### src/rtl/vector_op_sequencer.sv
// Vector operation sequencer: issues 1 (scalar) or VLEN (vector) elements to a
// datapath, honouring a stall hold, then pulses done for one cycle and keeps a
// sticky finished flag and the completed-element count until the next start.
module vector_op_sequencer #(
  parameter int N    = 6,
  parameter int VLEN = 20
) (
  input  logic         clk,
  input  logic         rst,
  input  logic         start,
  input  logic         op_type,
  input  logic         stall,
  output logic         ready,
  output logic         busy,
  output logic         elem_valid,
  output logic [N-1:0] counter,
  output logic         op_type_q,
  output logic         done,
  output logic         finished
);

  typedef enum logic [1:0] {
    ST_IDLE = 2'b00,
    ST_RUN  = 2'b01,
    ST_DONE = 2'b10
  } state_t;

  localparam logic [N-1:0] CNT_ZERO = {N{1'b0}};
  localparam logic [N-1:0] CNT_ONE  = {{(N-1){1'b0}}, 1'b1};
  localparam logic [N-1:0] CNT_VLEN = N'(VLEN);

  state_t       state_q, state_d;
  logic [N-1:0] counter_q, counter_d;
  logic         op_type_d;
  logic         finished_q, finished_d;
  logic [N-1:0] limit_s;
  logic         last_elem_s;

  // Element limit of the latched operation and detection of its final element.
  always_comb begin
    limit_s     = CNT_ONE;
    last_elem_s = 1'b0;
    if (op_type_q) begin
      limit_s = CNT_VLEN;
    end else begin
      limit_s = CNT_ONE;
    end
    last_elem_s = (counter_q == (limit_s - CNT_ONE));
  end

  // Next-state, counter, latched op kind and sticky completion flag.
  always_comb begin
    state_d    = state_q;
    counter_d  = counter_q;
    op_type_d  = op_type_q;
    finished_d = finished_q;
    case (state_q)
      ST_IDLE: begin
        if (start) begin
          state_d    = ST_RUN;
          counter_d  = CNT_ZERO;
          op_type_d  = op_type;
          finished_d = 1'b0;
        end else begin
          state_d = ST_IDLE;
        end
      end
      ST_RUN: begin
        if (!stall) begin
          counter_d = counter_q + CNT_ONE;
          if (last_elem_s) begin
            state_d    = ST_DONE;
            finished_d = 1'b1;
          end else begin
            state_d = ST_RUN;
          end
        end else begin
          counter_d = counter_q;
        end
      end
      ST_DONE: begin
        // Start is ignored here; earliest restart is the following IDLE cycle.
        state_d = ST_IDLE;
      end
      default: begin
        state_d    = ST_IDLE;
        counter_d  = CNT_ZERO;
        op_type_d  = 1'b0;
        finished_d = 1'b0;
      end
    endcase
  end

  // State and datapath registers with synchronous reset taking priority.
  always_ff @(posedge clk) begin
    if (rst) begin
      state_q    <= ST_IDLE;
      counter_q  <= CNT_ZERO;
      op_type_q  <= 1'b0;
      finished_q <= 1'b0;
    end else begin
      state_q    <= state_d;
      counter_q  <= counter_d;
      op_type_q  <= op_type_d;
      finished_q <= finished_d;
    end
  end

  // Status outputs decoded from the registered state; elem_valid follows stall.
  always_comb begin
    ready      = (state_q == ST_IDLE);
    busy       = (state_q == ST_RUN);
    done       = (state_q == ST_DONE);
    elem_valid = (state_q == ST_RUN) && !stall;
    counter    = counter_q;
    finished   = finished_q;
  end

endmodule

### config.mk
export PLATFORM = sky130hd
export DESIGN_NAME = vector_op_sequencer
export DESIGN_NICKNAME = d
export VERILOG_FILES = /design/src/rtl/vector_op_sequencer.sv
export SDC_FILE = /design/constraint.sdc
export NUM_CORES = 1
export LEC_CHECK = 0
export CORE_MARGIN = 4
export CORE_UTILIZATION = 49
export CTS_CLUSTER_SIZE = 30
export DETAILED_ROUTE_END_ITERATION = 16
export GPL_TIMING_DRIVEN = 0
export PLACE_DENSITY_LB_ADDON = 0.15
export SLEW_MARGIN = 40
export SYNTH_ARGS = -nofsm -noshare
export SYNTH_HDL_FRONTEND = slang
export SYNTH_SLANG_ARGS = --single-unit
### constraint.sdc
create_clock -name clk -period 3.4 [get_ports clk]
set_input_delay 0.68 -clock clk [delete_from_list [all_inputs] [get_ports clk]]
set_output_delay 0.68 -clock clk [all_outputs]
set_load 0.01 [all_outputs]
==> flow_summary.html <==
<table>
<tr><th>Metric</th><th>Value</th></tr>
<tr><th colspan="2">Finish</th></tr>
<tr><td>N_diodes</td><td>0</td></tr>
<tr><td>Area grow syn2layout</td><td>30.89%</td></tr>
<tr><td>Most common cell after layout, fill and taps aside</td><td>sky130_fd_sc_hd__clkdlybuf4s50_1</td></tr>
<tr><td>Cell area after layout</td><td>848.3 um2</td></tr>
<tr><td>Commonest cells after routing, fill and taps aside</td><td>sky130_fd_sc_hd__clkdlybuf4s50_1, sky130_fd_sc_hd__dfxtp_1, sky130_fd_sc_hd__o211ai_1</td></tr>
<tr><td>Fraction of final layout cells with drive strength greater than 1</td><td>13.48%</td></tr>
<tr><td>Number of nets in the layout</td><td>100</td></tr>
<tr><th colspan="2">CTS</th></tr>
<tr><td>CTS tree</td><td>yes</td></tr>
<tr><td>Number of buffers created by CTS</td><td>3</td></tr>
<tr><td>TritonCTS sink count</td><td>10</td></tr>
<tr><td>Clock slew seen by the registers of the worst setup and hold paths</td><td>70 ps</td></tr>
<tr><td>Cell at the root of the clock tree</td><td>sky130_fd_sc_hd__clkbuf_4</td></tr>
<tr><td>Insertion delay to the later sink of the worst-skew pair</td><td>270 ps</td></tr>
<tr><td>Hold_buf cts</td><td>0</td></tr>
<tr><td>Max H-tree Level</td><td>1</td></tr>
<tr><td>Number of buffers added for setup after CTS</td><td>0</td></tr>
<tr><td>Number of buffers on the longest clock path</td><td>2</td></tr>
<tr><td>Post-cts resize count</td><td>0</td></tr>
<tr><th colspan="2">Worst setup path</th></tr>
<tr><td>WP data required</td><td>2720 ps</td></tr>
<tr><td>Maximum net fanout on the critical path</td><td>7</td></tr>
<tr><td>Library cell appearing most often on the critical path</td><td>sky130_fd_sc_hd__clkdlybuf4s50_1</td></tr>
<tr><td>Slowest Stage Delay on Critical Path</td><td>550 ps</td></tr>
<tr><td>CP cell instances</td><td>clkdlybuf4s50_1, nor2_1, clkdlybuf4s50_1</td></tr>
<tr><td>Largest delay share family, worst path</td><td>buffers and inverters</td></tr>
<tr><td>Buf/Inv on CP</td><td>2</td></tr>
<tr><td>Category of the worst setup path capture point</td><td>primary output</td></tr>
<tr><td>Worst Path Class, Setup</td><td>in2out</td></tr>
<tr><td>Worst EP arrival</td><td>1880 ps</td></tr>
<tr><td>Worst-path cell with the longest stage delay</td><td>sky130_fd_sc_hd__clkdlybuf4s50_1</td></tr>
<tr><td>Crit path launch type</td><td>input port</td></tr>
<tr><th colspan="2">GRT</th></tr>
<tr><td>Global Route Usage Sum</td><td>16.99%</td></tr>
<tr><td>Antenna violations before repair</td><td>0</td></tr>
<tr><td>Global routing met1 resource utilization</td><td>22.93%</td></tr>
<tr><td>Wire length of the first global-routing pass</td><td>2442 um</td></tr>
<tr><td>Pin count of the biggest net entering global routing</td><td>11</td></tr>
<tr><td>Layer with the highest usage</td><td>met2</td></tr>
<tr><td>Met3 track demand over resource</td><td>3.659%</td></tr>
<tr><td>Met2 demand-to-capacity share in global routing</td><td>25.87%</td></tr>
<tr><td>Remaining global-route overflow</td><td>0</td></tr>
<tr><td>Via count of the first global-routing pass</td><td>550</td></tr>
<tr><th colspan="2">Routing</th></tr>
<tr><td>Total wire length after detailed routing</td><td>1511 um</td></tr>
<tr><td>DRC violation total after the first TritonRoute iteration</td><td>21</td></tr>
<tr><td>Post-route antenna net violation count</td><td>0</td></tr>
<tr><td>Via/cell ratio</td><td>6.117</td></tr>
<tr><td>Remaining DRCs</td><td>0</td></tr>
<tr><td>Length of the first detailed-routing pass in iterations</td><td>5</td></tr>
<tr><td>Total vias in the final route</td><td>630</td></tr>
<tr><td>Average wire length per cell after detail routing</td><td>14.67 um</td></tr>
<tr><th colspan="2">Floorplan</th></tr>
<tr><td>Number of core rows</td><td>12</td></tr>
<tr><td>Core Region</td><td>1171 um2</td></tr>
<tr><td>Vertical die dimension</td><td>44.37 um</td></tr>
<tr><td>DIE AREA</td><td>1969 um2</td></tr>
<tr><td>Initial cell density of the core</td><td>55.34%</td></tr>
<tr><td>Top-Level Pins</td><td>17</td></tr>
<tr><td>Width of the die</td><td>44.37 um</td></tr>
<tr><th colspan="2">Logic synthesis</th></tr>
<tr><td>Post-synthesis cell area</td><td>648.1 um2</td></tr>
<tr><td>Post-synthesis share of cell area spent on xor and xnor gates</td><td>0%</td></tr>
<tr><td>Number of distinct standard cells referenced by the synthesized netlist</td><td>33</td></tr>
<tr><td>Combinational family with the most area after synthesis</td><td>compound AO/OA/AOI/OAI gates</td></tr>
<tr><td>Post-Syn Instances</td><td>70</td></tr>
<tr><td>Yosys warns</td><td>0</td></tr>
<tr><td>Total of flip-flops plus latches after synthesis</td><td>10</td></tr>
<tr><td>Count of flip-flops with a built-in enable after synthesis</td><td>0</td></tr>
<tr><td>Share of flip-flops with an asynchronous set or reset</td><td>0%</td></tr>
<tr><td>Share of the synthesized area in compound gates (AO/OA/AOI/OAI)</td><td>26.25%</td></tr>
<tr><td>Primary FF master, synth</td><td>sky130_fd_sc_hd__dfxtp_1</td></tr>
<tr><td>Post-synth net total</td><td>79</td></tr>
<tr><td>Multiplexer share of the synthesized area</td><td>6.178%</td></tr>
<tr><td>Post-synthesis share of cell area spent on full adders, half adders and majority gates</td><td>7.722%</td></tr>
<tr><td>Post-synthesis average cell area</td><td>9.259 um2</td></tr>
<tr><td>Synth Area in Simple Gates</td><td>23.36%</td></tr>
<tr><td>Share of synthesized area occupied by flip-flops and latches</td><td>30.89%</td></tr>
<tr><th colspan="2">Timing</th></tr>
<tr><td>Actual slew at the worst max-slew pin</td><td>377.4 ps</td></tr>
<tr><td>Final worst path period need</td><td>2563 ps</td></tr>
<tr><td>FMAX</td><td>0.3902 GHz</td></tr>
<tr><td>Sum of negative setup slack</td><td>0 ps</td></tr>
<tr><td>RSZ-0062 raised after global routing</td><td>no</td></tr>
<tr><td>Fin Clk Skew</td><td>1.590 ps</td></tr>
<tr><td>Finish-stage setup viols</td><td>0</td></tr>
<tr><td>Slew margin rel.</td><td>74.48%</td></tr>
<tr><td>Final slew viol count</td><td>0</td></tr>
<tr><td>Post-route fraction of the period consumed by the critical path</td><td>75.37%</td></tr>
<tr><td>Final count of hold timing violations</td><td>0</td></tr>
<tr><th colspan="2">Power</th></tr>
<tr><td>Total chip power</td><td>0.3185 mW</td></tr>
<tr><td>Leakage power summed over all cells</td><td>0.3171 nW</td></tr>
<tr><td>Worst supply voltage drop on vdd</td><td>227.5 uV</td></tr>
<tr><td>Pwr Density</td><td>375.4 nW/um2</td></tr>
<tr><th colspan="2">Placed design</th></tr>
<tr><td>Post-DP HPWL</td><td>1116 um</td></tr>
<tr><td>Instance area at placement</td><td>825.8 um2</td></tr>
<tr><td>Number of port buffers</td><td>16</td></tr>
<tr><td>Weighted congestion reported at the end of routability-driven placement</td><td>0.8637</td></tr>
<tr><th colspan="2">Min path</th></tr>
<tr><td>Type of the tightest min-delay check</td><td>reg2reg</td></tr>
<tr><th colspan="2">Job</th></tr>
<tr><td>Max-capacitance violation count</td><td>0</td></tr>
<tr><th colspan="2">Status</th></tr>
<tr><td>Outcome</td><td>complete, no violations</td></tr>
</table>
final cells by class:
class	count	area, um2
fillers	98	322.8
well taps	14	17.52
repair buffers	16	160.2
inverters	4	15.01
flip-flops and latches	10	200.2
clock buffers	3	22.52
plain buffers	3	21.27
multi-input cells	53	411.6
flip-flops by register name, summed over array words and instances (netlist names):
register / flops
counter: 6
finished: 1
op_type_q: 1
state_q: 2
worst paths after layout:
check        startpoint          to  slack (ps)  depth (start not counted)
max               stall  elem_valid         840                          3
min reg2reg    finished    finished         510                          2
min            finished    finished         510                          2
max reg2reg  state_q[1]  counter[5]        1760                          6
where the power goes:
part	leakage [nW]	switching [mW]	internal, mW
combinational	0.222	0.0509	0.0517
sequential	0.0813	0.00724	0.124
clock	0.0138	0.0433	0.0410
total	0.317	0.101	0.217
metrics by stage:
step           hold WS [ps]  setup slack, ps  std cells  util (%)
2_1_floorplan         483.4             1766         70         -
3_3_place_gp          487.4            845.3        100     70.51
3_5_place_dp          503.0            826.6        100     70.51
4_1_cts               516.7            832.8        103     72.44
5_1_grt               530.7            784.1        103     72.44
6_report              514.1            837.3        103     72.44
synth_stat cells (2+ instances only):
cell type | instances | share of area [%]
sky130_fd_sc_hd__nor2_1 | 2 | 1.2
sky130_fd_sc_hd__o31ai_1 | 3 | 3.5
sky130_fd_sc_hd__dfxtp_1 | 10 | 31
sky130_fd_sc_hd__inv_1 | 4 | 2.3
sky130_fd_sc_hd__a211o_1 | 4 | 5.4
sky130_fd_sc_hd__mux2i_1 | 4 | 6.2
sky130_fd_sc_hd__ha_1 | 4 | 7.7
sky130_fd_sc_hd__a21oi_1 | 3 | 2.3
sky130_fd_sc_hd__buf_2 | 2 | 1.5
sky130_fd_sc_hd__nor4_1 | 4 | 3.9
sky130_fd_sc_hd__nand4_1 | 2 | 1.9
sky130_fd_sc_hd__o211ai_1 | 5 | 5.8
sky130_fd_sc_hd__nand2_1 | 2 | 1.2
sky130_fd_sc_hd__o21ai_0 | 2 | 1.5
worst register-to-register path: stages, from the launching register on:
cell	delay, ps
sky130_fd_sc_hd__dfxtp_1	370
sky130_fd_sc_hd__inv_1	70
sky130_fd_sc_hd__ha_1	240
sky130_fd_sc_hd__nor2b_4	170
sky130_fd_sc_hd__buf_6	140
sky130_fd_sc_hd__nor4_1	360
sky130_fd_sc_hd__mux2i_1	220
logic make-up after synthesis:
logic type,Yosys count
simple gates,22
buf+inv,7
mux,4
compound gates,23
flops,10
fa+ha+maj,4
routing by layer:
layer | routed length [um] | vias up
li1 | - | 317
met1 | 757 | 292
met2 | 655 | 17
met3 | 81 | 4
met4 | 17 | 0
met5 | 0 | -
No activity file was read; power rests on OpenSTA's default activity.
==> variant 1 (same flow settings) <==
Re-encode `state_t` (3 states) as one-hot, 3 bits wide.
--- a/src/rtl/vector_op_sequencer.sv
+++ b/src/rtl/vector_op_sequencer.sv
@@ -19,10 +19,10 @@
   output logic         finished
 );
 
-  typedef enum logic [1:0] {
-    ST_IDLE = 2'b00,
-    ST_RUN  = 2'b01,
-    ST_DONE = 2'b10
+  typedef enum logic [2:0] {
+    ST_IDLE = 3'b001,
+    ST_RUN  = 3'b010,
+    ST_DONE = 3'b100
   } state_t;
 
   localparam logic [N-1:0] CNT_ZERO = {N{1'b0}};
Check against the original RTL: same outputs for any inputs over 10 cycles, from zero or initial values and one cycle with rst high; not proved beyond that.
==> variant 1 against the unedited design <==
Final cell count fell by 2.9%; core utilization fell by 1.7 points; area after synthesis fell by 8.5%; first-iteration DRC count down 24%; cell area down 6.0%; synthesized cell count down 5.7%; worst hold slack got worse by 0.016 ns; sequential cell count is 1 higher; worst setup slack worse by 0.32 ns; routed wire length fell by 11%; critical path type unchanged.
Power is not compared: it rests on default switching activity, and its combinational part moved more than twofold at a synthesized area within 25%.
==> variant 1: results (changes against the unedited design) <==
Routed WL -> 1350 µm (was 1510 µm)
Worst path slowest cell -> clkdlybuf4s50_1 (unchanged)
Dpl cells -> 96 (was 100)
Hpwl dp -> 1000 µm (was 1120 µm)
First-pass GRT wire length -> 2190 µm (was 2440 µm)
Routability Congestion -> 0.836 (was 0.864)
Async S/R FF share, synth -> 0% (unchanged)
Post-place setup slack -> 0.548 ns (was 0.827 ns)
H-tree depth -> 1 (unchanged)
Max reg flops -> 6 (unchanged)
Top cells by area, synth -> dfxtp_1 37%, nor2_1 5.1%, a2111oi_4 4.6% (was dfxtp_1 31%, ha_1 7.7%, mux2i_1 6.2%)
Post-Syn Instances -> 66 (was 70)
DR WL/cell -> 13.5 µm (was 14.7 µm)
Worst Hold Slack -> 0.499 ns (was 0.514 ns)
GRT Util Overall -> 15.6% (was 17.0%)
Final nets -> 93 (was 100)
Post-DP Area -> 771 µm² (was 826 µm²)
HP Class -> reg -> reg (unchanged)
Status -> complete, no violations (unchanged)
Net Count, Synth -> 72 (was 79)
CTS max path bufs -> 2 (unchanged)
Pre-antenna DRT Iters -> 4 (was 5)
CP peak stage delay -> 0.63 ns (was 0.55 ns)
Cell variety after synth -> 28 (was 33)
Post-cts sizing count -> 0 (unchanged)
VDD IR max -> 0.265 mV
Register area share after synthesis -> 37.1% (was 30.9%)
Final Skew -> 0.000226 ns (was 0.00159 ns)
Synth Warn # -> 0 (unchanged)
Share of layout cells above drive strength 1 -> 10.5% (was 13.5%)
Vias in the first global route -> 538 (was 550)
Root Buffer -> clkbuf_4 (unchanged)
CP max FO -> 4 (was 7)
Clock Pin Slew Worst Setup and Hold Paths -> 0.07 ns (about the same)
Commonest cells in the netlist -> 11 x dfxtp_1, 8 x nor2_1, 5 x a21oi_1, 5 x inv_1, 4 x nand3_1 (was 10 x dfxtp_1, 5 x o211ai_1)
Fill cell count -> 112 (was 98)
Worst slew pin tran -> 0.590 ns (was 0.377 ns)
Internal reg-to-reg setup slack -> 1.75 ns
Initial antenna violation count -> 0 (unchanged)
Largest net degree at the start of global routing -> 10 (was 11)
Period minus WS final -> 2.88 ns (was 2.56 ns)
Setup repair bufs after CTS -> 0 (unchanged)
Register area -> 220 µm² (was 200 µm²)
1st-iter DRT viols -> 16 (was 21)
Detailed-route via count -> 579 (was 630)
[variant 1: cell count changes in the layout (fill, tap and decap cells not counted), moves of 4 or more]
cell / change
nor2_1: +6
o211ai_1: -5
a211o_1: -4
nand3_1: +4
[variant 1: power by group through the flow]
stage / clock [mW] / combinational (mW) / sequential, mW
6_report: 0.0890 / 0.0430 / 0.137
5_1_grt: 0.0992 / 0.0471 / 0.137
4_1_cts: 0.0921 / 0.0434 / 0.136
3_5_place_dp: 0 / 0.0432 / 0.140
3_3_place_gp: 0 / 0.0426 / 0.139
2_1_floorplan: 0 / 0.0247 / 0.140
[variant 1: final cells by class]
class,instances,area share [%]
well taps,14,2.20
inverters,5,2.35
clock buffers,4,3.30
flip-flops and latches,11,27.6
multi-input cells,49,43.8
plain buffers,1,0.628
repair buffers,16,20.1
[variant 1: cells by family after synthesis]
kind of cell	synth area share [%]
AND/OR/NAND/NOR	34.2
AO/OA/AOI/OAI	16.5
flip-flops	37.1
buffers and inverters	4.01
XOR/XNOR	4.43
multiplexers	1.69
adder cells (fa/ha/maj)	2.11
[variant 1: worst min-delay path: cells and delay by family, from the launching register on]
kind             cells  cell delay (ns)
flip-flops           1             0.34
AND/OR/NAND/NOR      1             0.08
AO/OA/AOI/OAI        1             0.04
[variant 1: per-layer routing]
metal	part of all wire, %	GRT usage, %	wire, µm	vias to the layer above
li1	-	-	-	285
met1	39	16.3	532	258
met2	49	27.2	654	27
met3	9.1	5.08	122	9
met4	2.9	8.07	39	0
met5	0	0	0	-
[variant 1: worst paths after layout]
path | startpoint | cells past startpoint | end
max | stall | 3 | elem_valid
min | finished | 2 | finished
max reg2reg | counter[0] | 4 | finished
min reg2reg | finished | 2 | finished
==> variant 2 (same flow settings) <==
Without the edit above. `VLEN`: 20 -> 10.
--- a/src/rtl/vector_op_sequencer.sv
+++ b/src/rtl/vector_op_sequencer.sv
@@ -3,7 +3,7 @@
 // sticky finished flag and the completed-element count until the next start.
 module vector_op_sequencer #(
   parameter int N    = 6,
-  parameter int VLEN = 20
+  parameter int VLEN = 10
 ) (
   input  logic         clk,
   input  logic         rst,
Behaviour: same outputs for any inputs over 10 cycles, from zero or initial values and one cycle with rst high; that may be too few to reach the edited logic, so the function may still have changed.
==> variant 2 against the unedited design <==
Synthesized cell count fell by 2.9%; via count fell by 4.0%; routed wire length fell by 0.99%; critical path depth did not move; cell area fell by 3.1%; total power rose by 6.2%; worst setup slack improved by 0.028 ns; area after synthesis fell by 6.2%; sequential cell count did not move; clock power rose by 34%.
==> variant 2: results (changes against the unedited design) <==
Status -> complete, no violations (unchanged)
Vias in the first global route -> 582 (was 550)
Register area share after synthesis -> 32.9% (was 30.9%)
CP max FO -> 5 (was 7)
HP Start -> counter[4] (was finished)
Met3 Use GR -> 2.54% (was 3.66%)
1st-iter DRT viols -> 12 (was 21)
Fill cell count -> 100 (was 98)
Net Count, Synth -> 77 (was 79)
GRT Util Overall -> 17.8% (was 17.0%)
Routability Congestion -> 0.734 (was 0.864)
Top cells by area, synth -> dfxtp_1 33%, ha_1 8.2%, o211ai_1 6.2% (was dfxtp_1 31%, ha_1 7.7%, mux2i_1 6.2%)
WP data arrival -> 1.85 ns (was 1.88 ns)
VDD IR max -> 0.262 mV (was 0.228 mV)
Final nets -> 98 (was 100)
DR WL/cell -> 14.7 µm (about the same)
Avg Vias per Cell -> 5.93 (was 6.12)
Flop pwr share -> 38.9% (was 41.3%)
Post-Syn Instances -> 68 (was 70)
Mux share of post-synthesis cell area -> 3.29% (was 6.18%)
Pre-antenna DRT Iters -> 4 (was 5)
Final Skew -> 0.00387 ns (was 0.00159 ns)
Met2 wire len -> 698 µm (was 655 µm)
Cell variety after synth -> 29 (was 33)
Comb. pwr -> 0.0934 mW (was 0.103 mW)
Post-DP Area -> 786 µm² (was 826 µm²)
Detailed-route via count -> 605 (was 630)
## variant 2: cell types whose count changed in the layout (fill, tap and decap cells not counted), sizes merged, moves of 2 or more
cell,delta
a211o,-4
nand4b,+3
a21oi,+2
clkbuf,+2
inv,+2
mux2i,-2
nor4,-2
o31ai,+2
or4,+2
## variant 2: worst min-delay path: stages, from the launching register on
cell and delay [ns]:
dfxtp_1 0.34, o31ai_1 0.08, a21oi_1 0.06
## variant 2: final timing paths
path | slack, ns | depth (start not counted) | endpoint
hold / removal | 0.52 | 2 | counter[4]
setup reg to reg | 1.65 | 6 | finished
setup / recovery | 0.87 | 3 | elem_valid
hold reg to reg | 0.52 | 2 | counter[4]
## variant 2: cell type report
cell class	instances	area share, %
Multi-Input combinational cell	48	43.1
Sequential cell	10	24.4
Timing Repair Buffer	16	19.5
Clock buffer	4	4.41
Buffer	4	3.81
Inverter	6	2.74
Tap cell	14	2.13
